===== src/rtl/addr4u_seq_ctrl.sv =====
// ---------------------------------------------------------------------------
// addr4u_seq_ctrl
//
// Purpose:
//   Sequences a (4*NIBBLES)-bit unsigned addition through one external 4-bit
//   adder (add_a/add_b out, add_o back in), one nibble per pass.  A carry into
//   nibble k >= 1 is resolved with a second "increment" pass through the same
//   adder.  Two requesters share the block through a round-robin arbiter.
//
// Optional feature (macro ADDR4U_SEQ_DMR_EN):
//   Defined   -> every SUM/INC pass is repeated once in a CHK cycle.  A
//                differing second result sets a sticky error flag reported on
//                o_rsp_err.  The first-pass result is always the one used.
//   Undefined -> no CHK state, o_rsp_err is tied low.
//
// Ports:
//   i_clk, i_rst                  clock, synchronous active-high reset
//   i_reqN_valid / o_reqN_ready   requester N handshake (N = 0, 1)
//   i_reqN_a, i_reqN_b            requester N operands (W bits)
//   o_rsp_valid / i_rsp_ready     result handshake
//   o_rsp_id                      requester that owns the result
//   o_rsp_sum                     W+1 bit sum, MSB = final carry
//   o_rsp_err                     adder mismatch seen (checked builds only)
//   o_add_a, o_add_b              external adder operands
//   i_add_o                       external adder result (same cycle)
// ---------------------------------------------------------------------------
module addr4u_seq_ctrl #(
    parameter  int NIBBLES = 4,
    localparam int W       = 4 * NIBBLES
) (
    input  logic         i_clk,
    input  logic         i_rst,
    input  logic         i_req0_valid,
    output logic         o_req0_ready,
    input  logic [W-1:0] i_req0_a,
    input  logic [W-1:0] i_req0_b,
    input  logic         i_req1_valid,
    output logic         o_req1_ready,
    input  logic [W-1:0] i_req1_a,
    input  logic [W-1:0] i_req1_b,
    output logic         o_rsp_valid,
    input  logic         i_rsp_ready,
    output logic         o_rsp_id,
    output logic [W:0]   o_rsp_sum,
    output logic         o_rsp_err,
    output logic [3:0]   o_add_a,
    output logic [3:0]   o_add_b,
    input  logic [4:0]   i_add_o
);

    localparam int KW = (NIBBLES > 1) ? $clog2(NIBBLES) : 1;

`ifdef ADDR4U_SEQ_DMR_EN
    typedef enum logic [2:0] {S_IDLE, S_SUM, S_INC, S_DONE, S_CHK} state_t;
`else
    typedef enum logic [1:0] {S_IDLE, S_SUM, S_INC, S_DONE} state_t;
`endif

    state_t         r_state;
    state_t         w_state_next;
    logic           r_ptr;
    logic           r_id;
    logic [W-1:0]   r_a;
    logic [W-1:0]   r_b;
    logic [KW-1:0]  r_k;
    logic           r_carry;
    logic [4:0]     r_tmp;
    logic [W:0]     r_sum;

    logic           w_grant0;
    logic           w_grant1;
    logic           w_last;
    logic [3:0]     w_a_nib;
    logic [3:0]     w_b_nib;
    // w_commit: the current nibble result is final this cycle
    logic           w_commit;
    logic [3:0]     w_fin_nib;
    logic           w_fin_carry;

`ifdef ADDR4U_SEQ_DMR_EN
    logic [4:0]     r_res;       // first-pass result of the pass being checked
    logic           r_from_inc;  // CHK is re-running an INC pass
    logic           r_err;
`endif

    assign w_grant0 = i_req0_valid & (~i_req1_valid | ~r_ptr);
    assign w_grant1 = i_req1_valid & (~i_req0_valid |  r_ptr);
    assign w_last   = (r_k == KW'(NIBBLES - 1));
    assign w_a_nib  = r_a[{r_k, 2'b00} +: 4];
    assign w_b_nib  = r_b[{r_k, 2'b00} +: 4];

    assign o_rsp_valid = (r_state == S_DONE);
    assign o_rsp_id    = r_id;
    assign o_rsp_sum   = r_sum;
`ifdef ADDR4U_SEQ_DMR_EN
    assign o_rsp_err   = (r_state == S_DONE) & r_err;
`else
    assign o_rsp_err   = 1'b0;
`endif

    // Next state, adder drive, readies and nibble commit
    always_comb begin
        w_state_next = r_state;
        o_add_a      = 4'd0;
        o_add_b      = 4'd0;
        o_req0_ready = 1'b0;
        o_req1_ready = 1'b0;
        w_commit     = 1'b0;
        w_fin_nib    = 4'd0;
        w_fin_carry  = 1'b0;
        case (r_state)
            S_IDLE: begin
                o_req0_ready = w_grant0;
                o_req1_ready = w_grant1;
                if (w_grant0 | w_grant1)
                    w_state_next = S_SUM;
            end
            S_SUM: begin
                o_add_a = w_a_nib;
                o_add_b = w_b_nib;
`ifdef ADDR4U_SEQ_DMR_EN
                w_state_next = S_CHK;
`else
                if (r_carry) begin
                    w_state_next = S_INC;
                end else begin
                    w_commit     = 1'b1;
                    w_fin_nib    = i_add_o[3:0];
                    w_fin_carry  = i_add_o[4];
                    w_state_next = w_last ? S_DONE : S_SUM;
                end
`endif
            end
            S_INC: begin
                o_add_a = r_tmp[3:0];
                o_add_b = 4'b0001;
`ifdef ADDR4U_SEQ_DMR_EN
                w_state_next = S_CHK;
`else
                w_commit     = 1'b1;
                w_fin_nib    = i_add_o[3:0];
                w_fin_carry  = r_tmp[4] | i_add_o[4];
                w_state_next = w_last ? S_DONE : S_SUM;
`endif
            end
`ifdef ADDR4U_SEQ_DMR_EN
            S_CHK: begin
                o_add_a = r_from_inc ? r_tmp[3:0] : w_a_nib;
                o_add_b = r_from_inc ? 4'b0001    : w_b_nib;
                if (!r_from_inc && r_carry) begin
                    w_state_next = S_INC;
                end else begin
                    w_commit     = 1'b1;
                    w_fin_nib    = r_res[3:0];
                    w_fin_carry  = r_from_inc ? (r_tmp[4] | r_res[4]) : r_res[4];
                    w_state_next = w_last ? S_DONE : S_SUM;
                end
            end
`endif
            S_DONE: begin
                if (i_rsp_ready)
                    w_state_next = S_IDLE;
            end
            default: w_state_next = S_IDLE;
        endcase
        if (i_rst) begin
            o_req0_ready = 1'b0;
            o_req1_ready = 1'b0;
            o_add_a      = 4'd0;
            o_add_b      = 4'd0;
        end
    end

    always_ff @(posedge i_clk) begin
        if (i_rst) begin
            r_state <= S_IDLE;
            r_ptr   <= 1'b0;
            r_id    <= 1'b0;
            r_a     <= '0;
            r_b     <= '0;
            r_k     <= '0;
            r_carry <= 1'b0;
            r_tmp   <= '0;
            r_sum   <= '0;
`ifdef ADDR4U_SEQ_DMR_EN
            r_res      <= '0;
            r_from_inc <= 1'b0;
            r_err      <= 1'b0;
`endif
        end else begin
            r_state <= w_state_next;
            if (r_state == S_IDLE && (w_grant0 | w_grant1)) begin
                r_a     <= w_grant0 ? i_req0_a : i_req1_a;
                r_b     <= w_grant0 ? i_req0_b : i_req1_b;
                r_id    <= w_grant1;
                r_ptr   <= w_grant0;   // pointer moves to the other requester
                r_k     <= '0;
                r_carry <= 1'b0;
                r_sum   <= '0;
`ifdef ADDR4U_SEQ_DMR_EN
                r_err   <= 1'b0;
`endif
            end
            if (r_state == S_SUM)
                r_tmp <= i_add_o;
`ifdef ADDR4U_SEQ_DMR_EN
            if (r_state == S_SUM || r_state == S_INC) begin
                r_res      <= i_add_o;
                r_from_inc <= (r_state == S_INC);
            end
            if (r_state == S_CHK && i_add_o != r_res)
                r_err <= 1'b1;
`endif
            if (w_commit) begin
                r_sum[{r_k, 2'b00} +: 4] <= w_fin_nib;
                r_carry                  <= w_fin_carry;
                if (w_last)
                    r_sum[W] <= w_fin_carry;
                else
                    r_k <= r_k + 1'b1;
            end
        end
    end

endmodule


===== config.mk =====
export PLATFORM = sky130hd
export DESIGN_NAME = addr4u_seq_ctrl
export DESIGN_NICKNAME = d
export VERILOG_FILES = /design/src/rtl/addr4u_seq_ctrl.sv
export SDC_FILE = /design/constraint.sdc
export NUM_CORES = 1
export LEC_CHECK = 0
export CAP_MARGIN = 20
export CORE_MARGIN = 2
export CORE_UTILIZATION = 35
export CTS_BUF_LIST = sky130_fd_sc_hd__clkbuf_8
export DETAILED_ROUTE_END_ITERATION = 6
export GPL_ROUTABILITY_DRIVEN = 0
export GPL_TIMING_DRIVEN = 0
export HOLD_SLACK_MARGIN = 0.15
export PLACE_DENSITY = 0.75
export SLEW_MARGIN = 20
export SYNTH_ARGS = -nofsm -noshare
export SYNTH_HDL_FRONTEND = slang
export SYNTH_SLANG_ARGS = --single-unit

===== constraint.sdc =====
create_clock -name i_clk -period 3.4 [get_ports i_clk]
set_input_delay 0.51 -clock i_clk [delete_from_list [all_inputs] [get_ports i_clk]]
set_output_delay 0.51 -clock i_clk [all_outputs]
set_load 0.01 [all_outputs]

==> results.json, run 1 <==
{
  "outcome": "completed",
  "cp-end-kind": "output port",
  "crit_type": "in -> out",
  "num_rows": 34,
  "clk_latency_ps": 340,
  "detail_route.iter0.violations": 96,
  "syn_area_sq_um": 3140,
  "cts_setup_buffers": 0,
  "cpMostUsedCell": "clkdlybuf4s50_1",
  "track_usage": 0.177,
  "place.port_buffers": 101,
  "seq_power_share": 0.432,
  "post_cts_resized": 0,
  "clkPwrFrac": 0.352,
  "worstMarginPinSlew_ps": 730,
  "grt_pass1_wl_mm": 13.5,
  "start_kind": "input pin",
  "slew_headroom": 0.513,
  "clockBufferDepth": 2,
  "final_max_slew_viol_count": 0,
  "die_h_um": 98.7,
  "drc": 0,
  "globalRouteOverflowTotal": 0,
  "vias": 2706,
  "numCtsBuffers": 9,
  "final_cells": 524,
  "synth_seq_cells": 61,
  "path_delay_family": "buffers and inverters",
  "crit_arrival_ps": 2400,
  "fin_skew_ps": 5.89,
  "comb_power_share": 0.216,
  "seq_area_frac_synth": 0.389,
  "p_int_w": 0.00135,
  "via_per_inst": 5.16,
  "cp.required_ps": 2890,
  "drive_above_1_share": 0.175,
  "cp_max_fo": 10,
  "postRouteAntennaNets": 0,
  "switching_share": 0.273,
  "core_area_sq_um": 8720,
  "drt_wl_total_mm": 8.32,
  "ys_types": 39,
  "slowest_delay_ps": 540,
  "syn2layout_area_growth_pct": 42.8,
  "drt-pass1-iter-count": 4,
  "cts_tree": "built",
  "power.density_nw_per_um2": 414,
  "fin_crit_sh": 0.856,
  "grt_pass1_vias": 2684,
  "clockRootBuffer": "clkbuf_8",
  "tns_ps": 0,
  "crit_slowest_cell": "clkdlybuf4s50_1",
  "holdBufCountCts": 0,
  "clk_pin_slew_ps": 60,
  "fin_crit_ps": 2910,
  "layout_common_cells": "clkdlybuf4s50_1 (101), dfxtp_1 (61), nor2_1 (50), mux2i_1 (39), a211oi_2 (28)",
  "max_freq_mhz": 343,
  "dpl-instance-area_sq_um": 4290,
  "layout_commonest_cell": "clkdlybuf4s50_1",
  "hold_violations": 0,
  "die-area_sq_um": 9750,
  "io_pins": 104,
  "synth_cells": 300,
  "dp.cells": 509,
  "clock-sinks": 61,
  "cap_violations": 0,
  "leakagePower_nw": 1.70,
  "ys_warn_count": 0,
  "synth_area_per_cell_sq_um": 10.5,
  "grt_max_degree": 11,
  "path_cells": "clkdlybuf4s50_1 > inv_2 > a21oi_4 > buf_6 > and3_1 > clkdlybuf4s50_1",
  "antenna_found_initial": 0,
  "fin_nets": 496,
  "final_area_sq_um": 4490,
  "wl_per_cell_um": 15.9,
  "dp_hpwl_mm": 6.31,
  "start_util": 0.360,
  "hold_class": "reg -> reg",
  "cts_max_level": 3,
  "synthesis.nets": 384,
  "diodes": 0,
  "rsz0062_at_grt": "false",
  "die_w_um": 98.7,
  "switchingPower_w": 0.000508,
  "finalSetupViolCount": 0,
  "vdd_drop_max_uv": 190,
  "critPathBufInv": 4
}
==> power by group through the flow <==
| stage | registers (W) | logic (W) | clock network [W] |
|---|---|---|---|
| after CTS | 0.000801 | 0.000404 | 0.000659 |
| after floorplan | 0.000807 | 0.000247 | 0 |
| final | 0.000801 | 0.000401 | 0.000654 |
| after global routing | 0.000806 | 0.000441 | 0.000698 |
| after global placement | 0.000813 | 0.000395 | 0 |
| after detailed placement | 0.000816 | 0.000402 | 0 |
==> synthesized netlist by cell type <==
| master | n | area share |
|---|---|---|
| and3_1 | 1 | 0.0020 |
| buf_2 | 11 | 0.018 |
| a22o_1 | 16 | 0.045 |
| conb_1 | 1 | 0.0012 |
| buf_4 | 1 | 0.0024 |
| a211oi_1 | 4 | 0.0096 |
| o21a_1 | 1 | 0.0024 |
| mux4_2 | 8 | 0.057 |
| a211oi_2 | 28 | 0.11 |
| nand2_1 | 5 | 0.0060 |
| a21oi_4 | 1 | 0.0052 |
| o2111ai_1 | 3 | 0.0084 |
| and4_1 | 1 | 0.0028 |
| inv_2 | 1 | 0.0012 |
| o211ai_1 | 3 | 0.0072 |
| a311oi_1 | 1 | 0.0028 |
| nor2_1 | 50 | 0.060 |
| o21ai_1 | 2 | 0.0032 |
| nor4_2 | 1 | 0.0040 |
| dfxtp_1 | 61 | 0.39 |
| mux2_2 | 1 | 0.0036 |
| clkinv_1 | 1 | 0.0012 |
| a21oi_1 | 12 | 0.019 |
| a22oi_1 | 4 | 0.0096 |
| buf_6 | 3 | 0.011 |
| nor2b_1 | 7 | 0.014 |
| clkbuf_1 | 4 | 0.0048 |
| and2b_4 | 1 | 0.0032 |
| o2111a_1 | 1 | 0.0036 |
| inv_1 | 5 | 0.0060 |
| mux2i_1 | 39 | 0.12 |
| nor3_1 | 2 | 0.0032 |
| nor4_1 | 1 | 0.0020 |
| and2_1 | 1 | 0.0020 |
| a31o_2 | 1 | 0.0028 |
| ha_1 | 10 | 0.040 |
| nor3b_2 | 1 | 0.0040 |
| nand3_1 | 4 | 0.0064 |
| buf_1 | 2 | 0.0024 |
==> through the flow <==
| step | worst slack [ps] | util | total power [W] | hold slack, ps |
|---|---|---|---|---|
| after floorplan | 1530 | - | 0.00105 | 461 |
| after global placement | 471 | 0.492 | 0.00121 | 462 |
| after detailed placement | 446 | 0.492 | 0.00122 | 467 |
| after CTS | 440 | 0.514 | 0.00186 | 483 |
| after global routing | 353 | 0.514 | 0.00195 | 499 |
| final | 488 | 0.514 | 0.00186 | 476 |
==> flip-flops by register name (all words and copies together) (netlist names) <==
signal,count
r_carry,1
o_rsp_id,1
r_ptr,1
r_k,2
r_b,16
r_tmp,5
r_a,16
r_state,2
o_rsp_sum,17
==> final cells by class <==
type | count | area [sq um]
flip-flops and latches | 61 | 1220
multi-input cells | 211 | 1780
clock buffers | 11 | 151
well taps | 108 | 135
inverters | 7 | 26.3
plain buffers | 21 | 119
repair buffers | 101 | 1010
fillers | 790 | 4230
clock inverters | 4 | 47.5
==> final timing paths <==
check                           cells after the start             to         start  slack, ps
worst max-delay path                                6   o_req0_ready  i_req0_valid        490
worst min-delay path                                1   o_rsp_sum[5]  o_rsp_sum[5]        480
worst max register to register                      7  o_rsp_sum[13]        r_k[0]       1110
worst min register to register                      1   o_rsp_sum[5]  o_rsp_sum[5]        480
==> logic make-up (layout without fill, tap and decap cells) <==
| logic type | Yosys count | count (layout) | share of synthesized area |
|---|---|---|---|
| flops | 61 | 61 | 0.389 |
| other cells | 1 | 1 | 0.00119 |
| mux | 48 | 48 | 0.185 |
| simple gates | 75 | 75 | 0.109 |
| fa+ha+maj | 10 | 10 | 0.0398 |
| buf+inv | 28 | 144 | 0.0462 |
| compound gates | 77 | 77 | 0.230 |
==> routing by layer <==
layer	vias to the layer above	GRT usage	routed length [um]
li1	1334	-	-
met1	1274	0.230	3660
met2	90	0.292	4090
met3	8	0.0511	482
met4	0	0.0411	85
met5	-	0	0
==> worst register-to-register path, delay by kind of cell (launching register included) <==
kind                       cells  cell delay [ps]
buffers and inverters          2              560
DFF                            1              520
and+or+nand+nor                2              490
AOI/OAI and AO/OA              2              380
adders and majority gates      1              300
No activity file was read; power rests on OpenSTA's default activity.
==> run 2: changes to the inputs <==
- PLACE_DENSITY: 0.75 -> 0.77
- clock period: 3.4 -> 2.4 ns (I/O delays scaled with it)
==> run 2 against run 1 <==
Compared with the run above:
- clock-buffer cell count down 2
- design area is 0.98% higher
- hold slack got worse by 140 ps
- utilization grew 0.50 points
- combinational power grew 42%
- first-iteration DRC count up 20%
==> results.json, run 2 (synthesis results as in run 1) <==
{
  "outcome": "completed",
  "seq_power_share": 0.443,
  "start_util": 0.360,
  "grt.busiest_layer": "met2",
  "dpl-instance-area_sq_um": 4290,
  "track_usage": 0.172,
  "hold_violations": 0,
  "cts_tree": "built",
  "dp_hpwl_mm": 6.29,
  "finalWorstSetupSlack_ps": 31.1,
  "globalRouteOverflowTotal": 0,
  "vdd_drop_max_uv": 228,
  "rr_endpoint": "o_rsp_sum[14]",
  "diodes": 0,
  "slew_headroom": 0.556,
  "fin_crit_ps": 2370,
  "vias": 2697,
  "clk_pin_slew_ps": 70,
  "hold_class": "in -> reg",
  "grt_pass1_vias": 2749,
  "core_area_sq_um": 8720,
  "crit_type": "reg -> out",
  "die-area_sq_um": 9750,
  "postRouteAntennaNets": 0,
  "clock-sinks": 61,
  "place.port_buffers": 101,
  "fin_util": 0.520,
  "clockBufferDepth": 2,
  "holdPathStages": 2,
  "worstMarginPinSlew_ps": 667,
  "layout_commonest_cell": "clkdlybuf4s50_1",
  "grt.met3_usage": 0.0426,
  "cp_max_fo": 7,
  "cts_max_level": 3,
  "cp-startpoint": "r_k[0]",
  "layout_common_cells": "clkdlybuf4s50_1 (94), dfxtp_1 (58), nor2_1 (49), mux2i_1 (39), a211oi_2 (28)",
  "r2r-start": "r_k[0]",
  "clockRootBuffer": "clkbuf_8",
  "drive_above_1_share": 0.197,
  "comb_power_share": 0.221,
  "num_rows": 34,
  "switching_share": 0.280,
  "largest_register_ffs": 17,
  "crit_end": "o_add_a[0]",
  "drt-pass1-iter-count": 4,
  "final_area_sq_um": 4530,
  "via_per_inst": 5.14,
  "reg2reg_depth": 7,
  "start_kind": "flip-flop",
  "grt_use_met1": 0.199,
  "seq_area_sq_um": 1230,
  "holdBufCountCts": 0,
  "clk_latency_ps": 350,
  "syn2layout_area_growth_pct": 44.2,
  "switchingPower_w": 0.000721,
  "rsz0062_at_grt": "true",
  "p_int_w": 0.00185,
  "clkPwrFrac": 0.336,
  "detail_route.iter0.violations": 115,
  "antenna_found_initial": 0,
  "fin_crit_sh": 0.987,
  "power.density_nw_per_um2": 568,
  "numCtsBuffers": 9,
  "grt_max_degree": 11,
  "dp.cells": 509,
  "max_freq_mhz": 422,
  "cap_violations": 0,
  "final_cells": 525,
  "cp-end-kind": "output port",
  "r2r_slack_ps": 490,
  "fillers": 782,
  "cp.required_ps": 2040,
  "crit_arrival_ps": 2010,
  "hold_slack_ps": 331,
  "slowest_delay_ps": 510,
  "wl_per_cell_um": 15.5,
  "fin_skew_ps": 7.37,
  "drc": 0,
  "leakagePower_nw": 1.75,
  "grt_pass1_wl_mm": 13.2,
  "finalSetupViolCount": 0,
  "die_w_um": 98.7,
  "path_cells": "mux4_2 > a22oi_1 > nor2_2 > clkdlybuf4s50_1",
  "met2_usage": 0.299,
  "crit_slowest_cell": "mux4_2",
  "final_max_slew_viol_count": 0,
  "drt_wl_total_mm": 8.14,
  "dp_slack_ps": -242,
  "fin_nets": 497,
  "io_pins": 104,
  "multiInputGateArea_sq_um": 1800,
  "die_h_um": 98.7
}
==> run 2: through the flow <==
stage          total power, W  setup TNS, ps
6_report              0.00258              0
5_1_grt               0.00268          -58.0
4_1_cts               0.00259              0
3_5_place_dp          0.00172           -242
3_3_place_gp          0.00171           -227
2_1_floorplan         0.00149              0
==> run 2: routing by layer <==
layer / routed length, um / share of wire
met5: 0 / 0
met4: 204 / 0.025
met3: 478 / 0.059
met2: 4100 / 0.50
met1: 3360 / 0.41
==> run 2: critical path, delay by kind of cell, from the launching register on <==
kind,cells,cell delay [ps]
multiplexers,1,510
buffers and inverters,1,480
flip-flops,1,410
AO/OA/AOI/OAI,1,190
AND/OR/NAND/NOR,1,70
==> run 2: layout make-up <==
class,count,share of cell area
buffer,21,0.0323
multi-input combinational,211,0.397
tap,108,0.0298
timing repair buffer,102,0.224
inverter,7,0.00580
clock buffer,9,0.0273
sequential,61,0.271
clock inverter,6,0.0127
==> run 2: how the worst min path moves through the flow <==
stage / from / to
2_1_floorplan: r_tmp[4] / r_tmp[4]
6_report: i_rst / r_a[5]
3_3_place_gp: o_rsp_sum[15] / o_rsp_sum[15]
5_1_grt: i_rst / r_a[5]
3_5_place_dp: o_rsp_sum[15] / o_rsp_sum[15]
4_1_cts: i_rst / r_a[5]
==> run 2: what timing repair did <==
item                                    in CTS  in global routing
buffers inserted                             1                  0
endpoints found under the hold margin        0                  0
gates resized for setup                     26                  3
endpoints found under the setup margin       9                  3
==> run 2: power by group through the flow <==
stage | combinational, W | clock, W | sequential (W)
CTS | 0.000572 | 0.000873 | 0.00114
finish | 0.000568 | 0.000865 | 0.00114
floorplan | 0.000350 | 0 | 0.00114
global placement | 0.000549 | 0 | 0.00116
global route | 0.000620 | 0.000909 | 0.00115
detailed placement | 0.000558 | 0 | 0.00116
==> run 3: changes to the inputs <==
- ABC_AREA: not set -> 1
- PLACE_DENSITY: 0.77 -> 0.66
==> run 3 against run 2 <==
Compared with the run above:
- sequential share of layout area down 0.22 points
- wire length rose by 21%
- maximum frequency up 2.7%
- critical endpoint is now o_add_b[1]
==> results.json, run 3 <==
{
  "numCtsBuffers": 9,
  "synth_most_common_cell": "nand2_1",
  "cp-end-kind": "output port",
  "ys_top_cells_by_count": "nand2_1 (72), dfxtp_1 (61), nand3_1 (57)",
  "largest_register_ffs": 17,
  "multiInputGateArea_sq_um": 1760,
  "dp.cells": 648,
  "antenna_found_initial": 0,
  "hold_violations": 0,
  "synth-async-reset-ratio": 0,
  "synth_ff_type": "dfxtp_1",
  "cp.required_ps": 2040,
  "drive_above_1_share": 0.108,
  "slew_headroom": 0.623,
  "dp_slack_ps": -305,
  "max_freq_mhz": 434,
  "layout_commonest_cell": "clkdlybuf4s50_1",
  "cap_violations": 0,
  "cts_max_level": 3,
  "start_util": 0.365,
  "die_h_um": 99.8,
  "seq_area_frac_synth": 0.380,
  "fin_crit_sh": 0.961,
  "finalSetupViolCount": 0,
  "synth_seq_cells": 61,
  "synth_edf_count": 0,
  "die-area_sq_um": 9960,
  "crit_arrival_ps": 1950,
  "drc": 0,
  "wl_per_cell_um": 14.9,
  "track_usage": 0.202,
  "final_cells": 662,
  "drt_wl_total_mm": 9.84,
  "detail_route.iter0.violations": 175,
  "drt-pass1-iter-count": 4,
  "start_kind": "flip-flop",
  "grt_pass1_wl_mm": 16.1,
  "final_area_sq_um": 4540,
  "outcome": "completed",
  "num_rows": 34,
  "yosysTopAreaCellShare": 0.380,
  "holdBufCountCts": 0,
  "critPathBufInv": 3,
  "slowest_delay_ps": 360,
  "synth_cells": 440,
  "final_max_slew_viol_count": 0,
  "postRouteAntennaNets": 0,
  "cts_tree": "built",
  "cp_max_fo": 6,
  "grt_max_degree": 18,
  "path_cells": "inv_1 > ha_4 > nand2_2 > nor2_4 > inv_1 > a21oi_2 > dlygate4sd2_1",
  "grt_pass1_vias": 3399,
  "yosysTopAreaCell": "dfxtp_1",
  "synth_area_per_cell_sq_um": 7.30,
  "tns_ps": 0,
  "clockRootBuffer": "clkbuf_8",
  "clk_pin_slew_ps": 60,
  "place.port_buffers": 100,
  "finalWorstSetupSlack_ps": 93.6,
  "syn_area_sq_um": 3210,
  "worstMarginPinSlew_ps": 566,
  "crit_type": "reg -> out",
  "dp_hpwl_mm": 7.62,
  "hold_class": "in -> reg",
  "vias": 3472,
  "syn2layout_area_growth_pct": 41.4,
  "power.density_nw_per_um2": 596,
  "via_per_inst": 5.24,
  "fillers": 870,
  "path_delay_family": "buffers and inverters",
  "seq_area_sq_um": 1220,
  "dpl-instance-area_sq_um": 4350,
  "ys_warn_count": 0,
  "synthesis.nets": 524,
  "io_pins": 104,
  "crit_slowest_cell": "dfxtp_1",
  "cpMostUsedCell": "inv_1",
  "globalRouteOverflowTotal": 0,
  "fin_skew_ps": 7.63,
  "die_w_um": 99.8,
  "fin_crit_ps": 2310,
  "fin_nets": 634,
  "clockBufferDepth": 2,
  "diodes": 0,
  "clk_latency_ps": 340,
  "clock-sinks": 61,
  "vdd_drop_max_uv": 221,
  "synthTopCellsByArea": "dfxtp_1 (38%), nand3_1 (8.9%), nand2_1 (8.4%), o21ai_0 (7.3%), a31oi_1 (6.2%)",
  "layout_common_cells": "clkdlybuf4s50_1 (92), nand2_1 (71), dfxtp_1 (60), nand3_1 (57), o21ai_0 (47)",
  "core_area_sq_um": 8810,
  "leakagePower_nw": 1.77,
  "ys_types": 36
}
==> run 3: worst min-delay path: stages <==
cell     delay, ps
buf_4          150
nand3_1         80
a31oi_1         70
==> run 3: power breakdown <==
| part | internal, W | switching (W) |
|---|---|---|
| combinational | 0.000332 | 0.000427 |
| clock | 0.000382 | 0.000385 |
| sequential | 0.00112 | 0.0000603 |
| total | 0.00183 | 0.000873 |
==> run 3: kinds of logic (layout without fill, tap and decap cells) <==
| kind of cell | Yosys count | in the layout | synth area share |
|---|---|---|---|
| other | 1 | 1 | 0.00117 |
| AO/OA/AOI/OAI | 126 | 126 | 0.231 |
| flip-flops | 61 | 61 | 0.380 |
| AND/OR/NAND/NOR | 187 | 187 | 0.264 |
| adder cells (fa/ha/maj) | 10 | 10 | 0.0390 |
| buffers and inverters | 55 | 169 | 0.0846 |
==> run 3: worst paths after layout <==
kind / start / endpoint / slack [ps] / depth (start not counted)
setup / recovery: r_state[0] / o_add_b[1] / 90 / 7
hold / removal: i_req0_valid / r_a[7] / 370 / 3
setup reg to reg: r_k[0] / o_rsp_sum[13] / 360 / 8
hold reg to reg: o_rsp_sum[10] / o_rsp_sum[10] / 460 / 2
==> run 3: final cells by class <==
cell class / instances / share of cell area
Tap cell: 108 / 0.0298
Timing Repair Buffer: 100 / 0.217
Clock buffer: 10 / 0.0303
Clock inverter: 5 / 0.00469
Buffer: 32 / 0.0433
Inverter: 22 / 0.0190
Multi-Input combinational cell: 324 / 0.387
Sequential cell: 61 / 0.269
==> run 3: metrics by stage <==
| stage | hold WS [ps] | total power, W | util |
|---|---|---|---|
| floorplan | 463 | 0.00164 | - |
| CTS | 365 | 0.00270 | 0.515 |
| global placement | 449 | 0.00192 | 0.494 |
| detailed placement | 454 | 0.00193 | 0.494 |
| finish | 373 | 0.00270 | 0.515 |
| global route | 380 | 0.00286 | 0.515 |
==> run 3: routing by layer <==
metal	GRT usage	share of wire	vias to the layer above
li1	-	-	1758
met1	0.258	0.45	1580
met2	0.339	0.47	115
met3	0.0376	0.058	19
met4	0.0811	0.018	0
met5	0	0	-
==> run 3: what timing repair did <==
action                                  CTS  global route
resized for setup                        20            10
endpoints found under the hold margin     0             0
endpoints found under the setup margin    9             8
buffers inserted                          0             0
